<file path="config.mk">
export PLATFORM = sky130hd
export DESIGN_NAME = cache_bus_arbiter
export DESIGN_NICKNAME = d
export VERILOG_FILES = /design/src/rtl/cache_arb_pkg.sv /design/src/rtl/cache_arb_pick.sv /design/src/rtl/cache_bus_arbiter.sv
export SDC_FILE = /design/constraint.sdc
export NUM_CORES = 1
export LEC_CHECK = 0
export CAP_MARGIN = 20
export CORE_AREA = 5 5 180 182
export DETAILED_ROUTE_END_ITERATION = 8
export DIE_AREA = 0 0 185 187
export GPL_TIMING_DRIVEN = 1
export SETUP_SLACK_MARGIN = 0.02
export SYNTH_ARGS = -nofsm -noshare
export SYNTH_HDL_FRONTEND = slang
export SYNTH_SLANG_ARGS = --single-unit
export TNS_END_PERCENT = 30
</file>
<file path="constraint.sdc">
create_clock -name clk -period 2.5 [get_ports clk]
set_input_delay 0.5 -clock clk [delete_from_list [all_inputs] [get_ports clk]]
set_output_delay 0.5 -clock clk [all_outputs]
set_load 0.03 [all_outputs]
</file>
<file path="src/rtl/cache_arb_pkg.sv">
// rtl/cache_arb_pkg.sv - shared state, owner, direction and request-type encodings for the cache bus arbiter
package cache_arb_pkg;

  typedef enum logic [1:0] {IDLE, HDR, WDATA, RESP} state_t;

  localparam logic INSTR = 1'b0;
  localparam logic DATA  = 1'b1;

  localparam logic READ  = 1'b1;
  localparam logic WRITE = 1'b0;

  localparam logic [3:0] MEMORY = 4'b0001;
  localparam logic [3:0] MMIO   = 4'b0011;
  localparam logic [3:0] PORT   = 4'b0100;
  localparam logic [3:0] IRQ    = 4'b1110;

endpackage

</file>
<file path="src/rtl/cache_arb_pick.sv">
// rtl/cache_arb_pick.sv - I/D winner selection; round-robin tie-break when CACHE_ARB_ROUND_ROBIN_EN is defined
module cache_arb_pick
  import cache_arb_pkg::*;
(
  input  logic i_reqcyc,
  input  logic d_reqcyc,
`ifdef CACHE_ARB_ROUND_ROBIN_EN
  input  logic last_grant,
`endif
  output logic any,
  output logic winner
);

  always_comb begin
    any = i_reqcyc | d_reqcyc;
`ifdef CACHE_ARB_ROUND_ROBIN_EN
    // On a tie the side that did not win last time goes first.
    if (i_reqcyc && d_reqcyc) winner = ~last_grant;
    else                      winner = d_reqcyc ? DATA : INSTR;
`else
    winner = d_reqcyc ? DATA : INSTR;
`endif
  end

endmodule

</file>
<file path="src/rtl/cache_bus_arbiter.sv">
// rtl/cache_bus_arbiter.sv - shares one memory bus port between I and D caches, owner held per transaction (CACHE_ARB_ROUND_ROBIN_EN)
module cache_bus_arbiter
  import cache_arb_pkg::*;
#(
  parameter int DATA_WIDTH  = 64,
  parameter int TAG_WIDTH   = 13,
  parameter int BURST_BEATS = 8
) (
  input  logic                  clk,
  input  logic                  reset,
  input  logic [DATA_WIDTH-1:0] i_req,
  input  logic [DATA_WIDTH-1:0] d_req,
  input  logic [TAG_WIDTH-1:0]  i_reqtag,
  input  logic [TAG_WIDTH-1:0]  d_reqtag,
  input  logic                  i_reqcyc,
  input  logic                  d_reqcyc,
  output logic                  i_reqack,
  output logic                  d_reqack,
  output logic [DATA_WIDTH-1:0] i_resp,
  output logic [DATA_WIDTH-1:0] d_resp,
  output logic [TAG_WIDTH-1:0]  i_resptag,
  output logic [TAG_WIDTH-1:0]  d_resptag,
  output logic                  i_respcyc,
  output logic                  d_respcyc,
  input  logic                  i_respack,
  input  logic                  d_respack,
  output logic [DATA_WIDTH-1:0] bus_req,
  output logic [TAG_WIDTH-1:0]  bus_reqtag,
  output logic                  bus_reqcyc,
  input  logic                  bus_reqack,
  input  logic [DATA_WIDTH-1:0] bus_resp,
  input  logic [TAG_WIDTH-1:0]  bus_resptag,
  input  logic                  bus_respcyc,
  output logic                  bus_respack
);

  localparam int CW = $clog2(BURST_BEATS + 1);
  localparam logic [CW-1:0] LAST_BEAT = CW'(BURST_BEATS);

  state_t        state, state_nx;
  logic          owner, owner_nx;
  logic [CW-1:0] cnt, cnt_nx, cnt_inc;
  logic          any, winner;
  logic          sel_d, fwd_req, fwd_resp;
  logic          own_reqcyc, own_respack, own_tag_msb;
  logic          req_xfer, resp_xfer;

`ifdef CACHE_ARB_ROUND_ROBIN_EN
  logic last_grant;
`endif

  cache_arb_pick u_pick (
    .i_reqcyc   (i_reqcyc),
    .d_reqcyc   (d_reqcyc),
`ifdef CACHE_ARB_ROUND_ROBIN_EN
    .last_grant (last_grant),
`endif
    .any        (any),
    .winner     (winner)
  );

  // Reset gates forwarding so an abandoned transaction never sees a partial ack.
  assign sel_d       = (owner == DATA);
  assign cnt_inc     = cnt + CW'(1);
  assign fwd_req     = !reset && (state == HDR || state == WDATA);
  assign fwd_resp    = !reset && (state == RESP);
  assign own_reqcyc  = sel_d ? d_reqcyc : i_reqcyc;
  assign own_respack = sel_d ? d_respack : i_respack;
  assign own_tag_msb = sel_d ? d_reqtag[TAG_WIDTH-1] : i_reqtag[TAG_WIDTH-1];
  assign req_xfer    = fwd_req && own_reqcyc && bus_reqack;
  assign resp_xfer   = fwd_resp && bus_respcyc && own_respack;

  always_ff @(posedge clk) begin
    if (reset) begin
      state <= IDLE;
      owner <= INSTR;
      cnt   <= '0;
    end else begin
      state <= state_nx;
      owner <= owner_nx;
      cnt   <= cnt_nx;
    end
  end

`ifdef CACHE_ARB_ROUND_ROBIN_EN
  always_ff @(posedge clk) begin
    if (reset)                      last_grant <= INSTR;
    else if (state == IDLE && any)  last_grant <= winner;
  end
`endif

  always_comb begin
    state_nx    = state;
    owner_nx    = owner;
    cnt_nx      = cnt;
    i_reqack    = 1'b0;
    d_reqack    = 1'b0;
    i_resp      = '0;
    d_resp      = '0;
    i_resptag   = '0;
    d_resptag   = '0;
    i_respcyc   = 1'b0;
    d_respcyc   = 1'b0;
    bus_req     = '0;
    bus_reqtag  = '0;
    bus_reqcyc  = 1'b0;
    bus_respack = 1'b0;

    if (fwd_req) begin
      bus_req    = sel_d ? d_req : i_req;
      bus_reqtag = sel_d ? d_reqtag : i_reqtag;
      bus_reqcyc = own_reqcyc;
      if (sel_d) d_reqack = bus_reqack;
      else       i_reqack = bus_reqack;
    end

    // Response routing follows the registered owner; the tag is passed through untouched.
    if (fwd_resp) begin
      bus_respack = own_respack;
      if (sel_d) begin
        d_resp    = bus_resp;
        d_resptag = bus_resptag;
        d_respcyc = bus_respcyc;
      end else begin
        i_resp    = bus_resp;
        i_resptag = bus_resptag;
        i_respcyc = bus_respcyc;
      end
    end

    case (state)
      IDLE: begin
        if (any) begin
          owner_nx = winner;
          state_nx = HDR;
        end
      end
      HDR: begin
        if (req_xfer) begin
          cnt_nx   = '0;
          state_nx = (own_tag_msb == WRITE) ? WDATA : RESP;
        end
      end
      WDATA: begin
        if (req_xfer) begin
          if (cnt_inc == LAST_BEAT) begin
            cnt_nx   = '0;
            state_nx = IDLE;
          end else begin
            cnt_nx = cnt_inc;
          end
        end
      end
      RESP: begin
        if (resp_xfer) begin
          if (cnt_inc == LAST_BEAT) begin
            cnt_nx   = '0;
            state_nx = IDLE;
          end else begin
            cnt_nx = cnt_inc;
          end
        end
      end
      default: state_nx = IDLE;
    endcase
  end

endmodule

</file>
# Word-level counts from Yosys, hierarchy flattened
# Index checks and enable logic that the tools add are counted.
# word_totals
ff_bits,7
output_inout_bits,237
word_cells,64
# classes
n_addsub,1
eq_ne,8
n_mux,38
bitwise_logic,1
n_reduce_logical,13
# op_table
operator,count
$mux 64,6
$mux 13,6
$mux 4,4
$mux 1,15
$pmux 4 s3,1
$mux 2,5
$ne 2x2->1 const B,4
$pmux 2 s4,1
$reduce_and 4->1,2
$logic_and 1x1->1,6
$add 4x1->4 const B,1
$eq 2x2->1 const B,2
$eq 4x4->1 const B,1
$reduce_bool 3->1,1
$eq 2x1->1 const B,1
$logic_not 2->1,1
$reduce_and 2->1,1
$logic_not 1->1,1
$logic_or 1x1->1,1
$or 1x1->1,1

# Longest topological paths before layout
# depth
ltp_word,7
depth_mapped,7
ltp_nobuf,7

# Modules after synthesis
# From an unflattened synthesis, not the netlist that was laid out.
# hier_totals
cells_unflattened,411
hier_area_um2,2748.9
# modules_own_cells
mod,instances,cells_per_inst,area_each_um2
cache_bus_arbiter,1,409,2735.1
cache_arb_pick,1,2,13.8

# Worst setup path before layout
# OpenSTA, ideal clock, no wires.
# synth_timing
path_kind,input to output
from,input port reset
to,output port i_resp[43]
arrival_ns,1.769
t_required_ns,2.000
slack_ns,0.231
cell_stages,7
n_path_buf,3
path_cell_list,buf_2 inv_2 nand2_1 nor2_1 clkbuf_1 clkbuf_1 and2_1
# synth_between
elab_chain_len,3
# synth_rtl
item,line_no,source
from (decl),cache_bus_arbiter.sv:10,"input logic reset,"
$logic_not 1->1,cache_bus_arbiter.sv:66,assign fwd_resp = !reset && (state == RESP);
$logic_and 1x1->1,cache_bus_arbiter.sv:66,
$mux 64,cache_bus_arbiter.sv:118,if (fwd_resp) begin
to (decl),cache_bus_arbiter.sv:19,"output logic [DATA_WIDTH-1:0] i_resp,"
# Every way passes these cells.

# Final worst setup path
# layout_timing
from,register state[0]
to,output port bus_req[0]
# layout_between
elab_chain_len,4
word_cells_on_any_way,5
# layout_rtl
item,line_no,source
from (decl),cache_bus_arbiter.sv:40,"state_t state, state_nx;"
from (signal assigned),cache_bus_arbiter.sv:79,state <= state_nx;
$eq 2x1->1 / $eq 2x2->1 (equally long branches),cache_bus_arbiter.sv:65,assign fwd_req = !reset && (state == HDR || state == WDATA);
$logic_or 1x1->1 (*),cache_bus_arbiter.sv:65,
$logic_and 1x1->1 (*),cache_bus_arbiter.sv:65,
$mux 64 (*),cache_bus_arbiter.sv:109,if (fwd_req) begin
to (decl),cache_bus_arbiter.sv:27,"output logic [DATA_WIDTH-1:0] bus_req,"
# Mark *: on every way between the ends. The rest lies on a longest branch, timed or not.

==> results.cfg <==
[sta]
hold_ws_ns = 0.541
fin_ws_ns = 0.134
finalSetupViolCount = 0
fmax_mhz = 423
max_slew_margin = 0.694
rsz0062_at_grt = false
fin_setup_tns_ns = 0
final_max_slew_viol_count = 0
finalCritPeriodShare = 0.946
period_needed_ns = 2.37
worst-slew-pin-transition_ns = 0.458
hold_violations = 0
clock_skew_ns = 0.00257

[min_path]
holdPathStages = 1
hold_path.class = reg2reg

[die]
die_y_um = 187
rows = 64
core_um2 = 30400
dieArea_um2 = 34600
fp.dieW_um = 185
io_pins = 476
initial_core_util = 0.0895

[cells_and_area]
diodes = 0
final_nets = 1122
fin_util = 0.260
nFillCells = 3307
layout-drive-gt1-share = 0.309
final_cells = 1273
area_delta_synth_final_pct = 190
finalInstanceArea_um2 = 7910

[setup_path]
worstSetupPathType = reg2out
crit_slowest_cell = dfxtp_1
worstRegToRegCells = 7
path_depth = 6
cpMostUsedCell = buf_12
cp_max_fo = 60
arrival_ns = 1.87
crit_path_start_kind = flop
critical_path.cell_chain = inv_1 -> ha_1 -> nand2_2 -> buf_12 -> nor2_1 -> buf_12
end_kind = primary output
cp.required_ns = 2.00
max_stage_delay_ns = 0.39
critical-path-top-delay-family = buffers and inverters
crit_buf_inv = 3
reg2reg_slack_ns = 0.44

[placement]
gp_congestion = 0.804
io_buffers = 475
place_area_um2 = 7680
dpl.hpwl_mm = 16.1
place_ws_ns = 0.0428
dpl.cell_count = 1265

[synthesis]
synth-edff-count = 0
synth_cell_types = 35
syn_area_per_cell_um2 = 6.60
ys.warnings.count = 0
synth_fp_nets = 657
synth_area_um2 = 2720
ys_ff_latch = 7
synth_flop_cell = dfxtp_1
netlist_instances = 413
async_flop_share = 0
yosysSeqAreaShare = 0.0514

[route]
drt-initial-drc-count = 105
wire_per_inst_um = 14.9
ant_nets = 0
viasPerCell = 3.55
dr.pass1.iters = 4
drcViolationCount = 0
routed_wl_mm = 19.0
vias = 4524

[clocking]
cts_buffer_depth = 2
htreeDepth = 1
clk_latency_ns = 0.23
hold_buffers = 0
root_buffer = clkbuf_16
cts_sinks = 7
clk_pin_slew_ns = 0.04
cts_buffers = 3
cts_tree = built

[power]
p_total_mw = 3.41
total_leakage_power_nw = 3.53
vdd_drop_max_uv = 280
powerDensity_nw_per_um2 = 431

[grt]
grt_max_degree = 79
grt_usage = 0.0920
grt_pass1_wl_mm = 25.9
first_global_vias = 4587
grt_overflow = 0
antenna_found_initial = 0

[status]
outcome = completed

[run]
maxCapViolCount = 0
-- repair_timing --
item / in CTS / in global routing
endpoints found under the setup margin: 0 / 146
buffers inserted: 0 / 1
gates resized for setup: 0 / 16
-- cell usage after synthesis (3+ instances only) --
master,instances,area [µm²]
buf_2,9,45.0
o21ai_0,3,15.0
ha_1,5,62.6
a21oi_1,3,15.0
nor2_1,87,327
buf_1,6,22.5
clkbuf_1,18,67.6
and2_1,156,976
inv_1,5,18.8
nand2_1,6,22.5
mux2i_1,80,801
dfxtp_1,7,140
-- layout make-up --
| type | count | area [µm²] | share of cell area |
|---|---|---|---|
| inverter | 6 | 22.5 | 0.00285 |
| clock buffer | 4 | 78.8 | 0.00996 |
| tap | 396 | 495 | 0.0626 |
| sequential | 7 | 144 | 0.0182 |
| timing repair buffer | 494 | 4730 | 0.597 |
| multi-input combinational | 366 | 2450 | 0.309 |
-- where the power goes --
part           internal [mW]  switching (mW)
Combinational           1.33            1.64
Clock                  0.213          0.0637
Sequential             0.135          0.0315
Total                   1.67            1.73
-- registers in the layout, summed over array words and instances, names as in the netlist --
name and count:
cnt 4, owner 1, state 2
-- layout by cell type, fill, tap and decap left out, types with 2 or more instances in the layout --
master,count
clkdlybuf4s50_1,237
buf_4,216
and2_1,154
nor2_1,85
mux2i_1,80
buf_12,26
buf_6,11
clkbuf_16,6
dfxtp_1,6
inv_1,5
nand2_1,4
ha_1,4
o21ai_0,3
a21oi_1,3
nand2_2,2
nor2_4,2
and2_4,2
nand4_1,2
nor3b_1,2
a31oi_1,2
nor4_1,2
a311oi_1,2
-- cell families (layout without fill, tap and decap cells) --
| family | after synthesis | in the layout | share of synthesized area |
|---|---|---|---|
| and+or+nand+nor | 261 | 261 | 0.515 |
| muxes | 81 | 81 | 0.298 |
| buffers and inverters | 40 | 504 | 0.0606 |
| AOI/OAI and AO/OA | 18 | 18 | 0.0487 |
| DFF | 7 | 7 | 0.0514 |
| adders and majority gates | 5 | 5 | 0.0230 |
| xor gates and xnor gates | 1 | 1 | 0.00322 |
-- per-layer routing --
metal	global-route usage	routed length [µm]	vias to the layer above
li1	-	-	2272
met1	0.0970	6880	1982
met2	0.184	9990	262
met3	0.0261	2000	8
met4	0.00932	147	0
met5	0	0	-
-- path summary, 6_finish.rpt --
path,start,to
worst min register to register,cnt[3],cnt[3]
worst min-delay path,cnt[3],cnt[3]
worst max register to register,state[0],state[1]
worst max-delay path,state[0],bus_req[0]
Power figures use the tool's default switching activity.
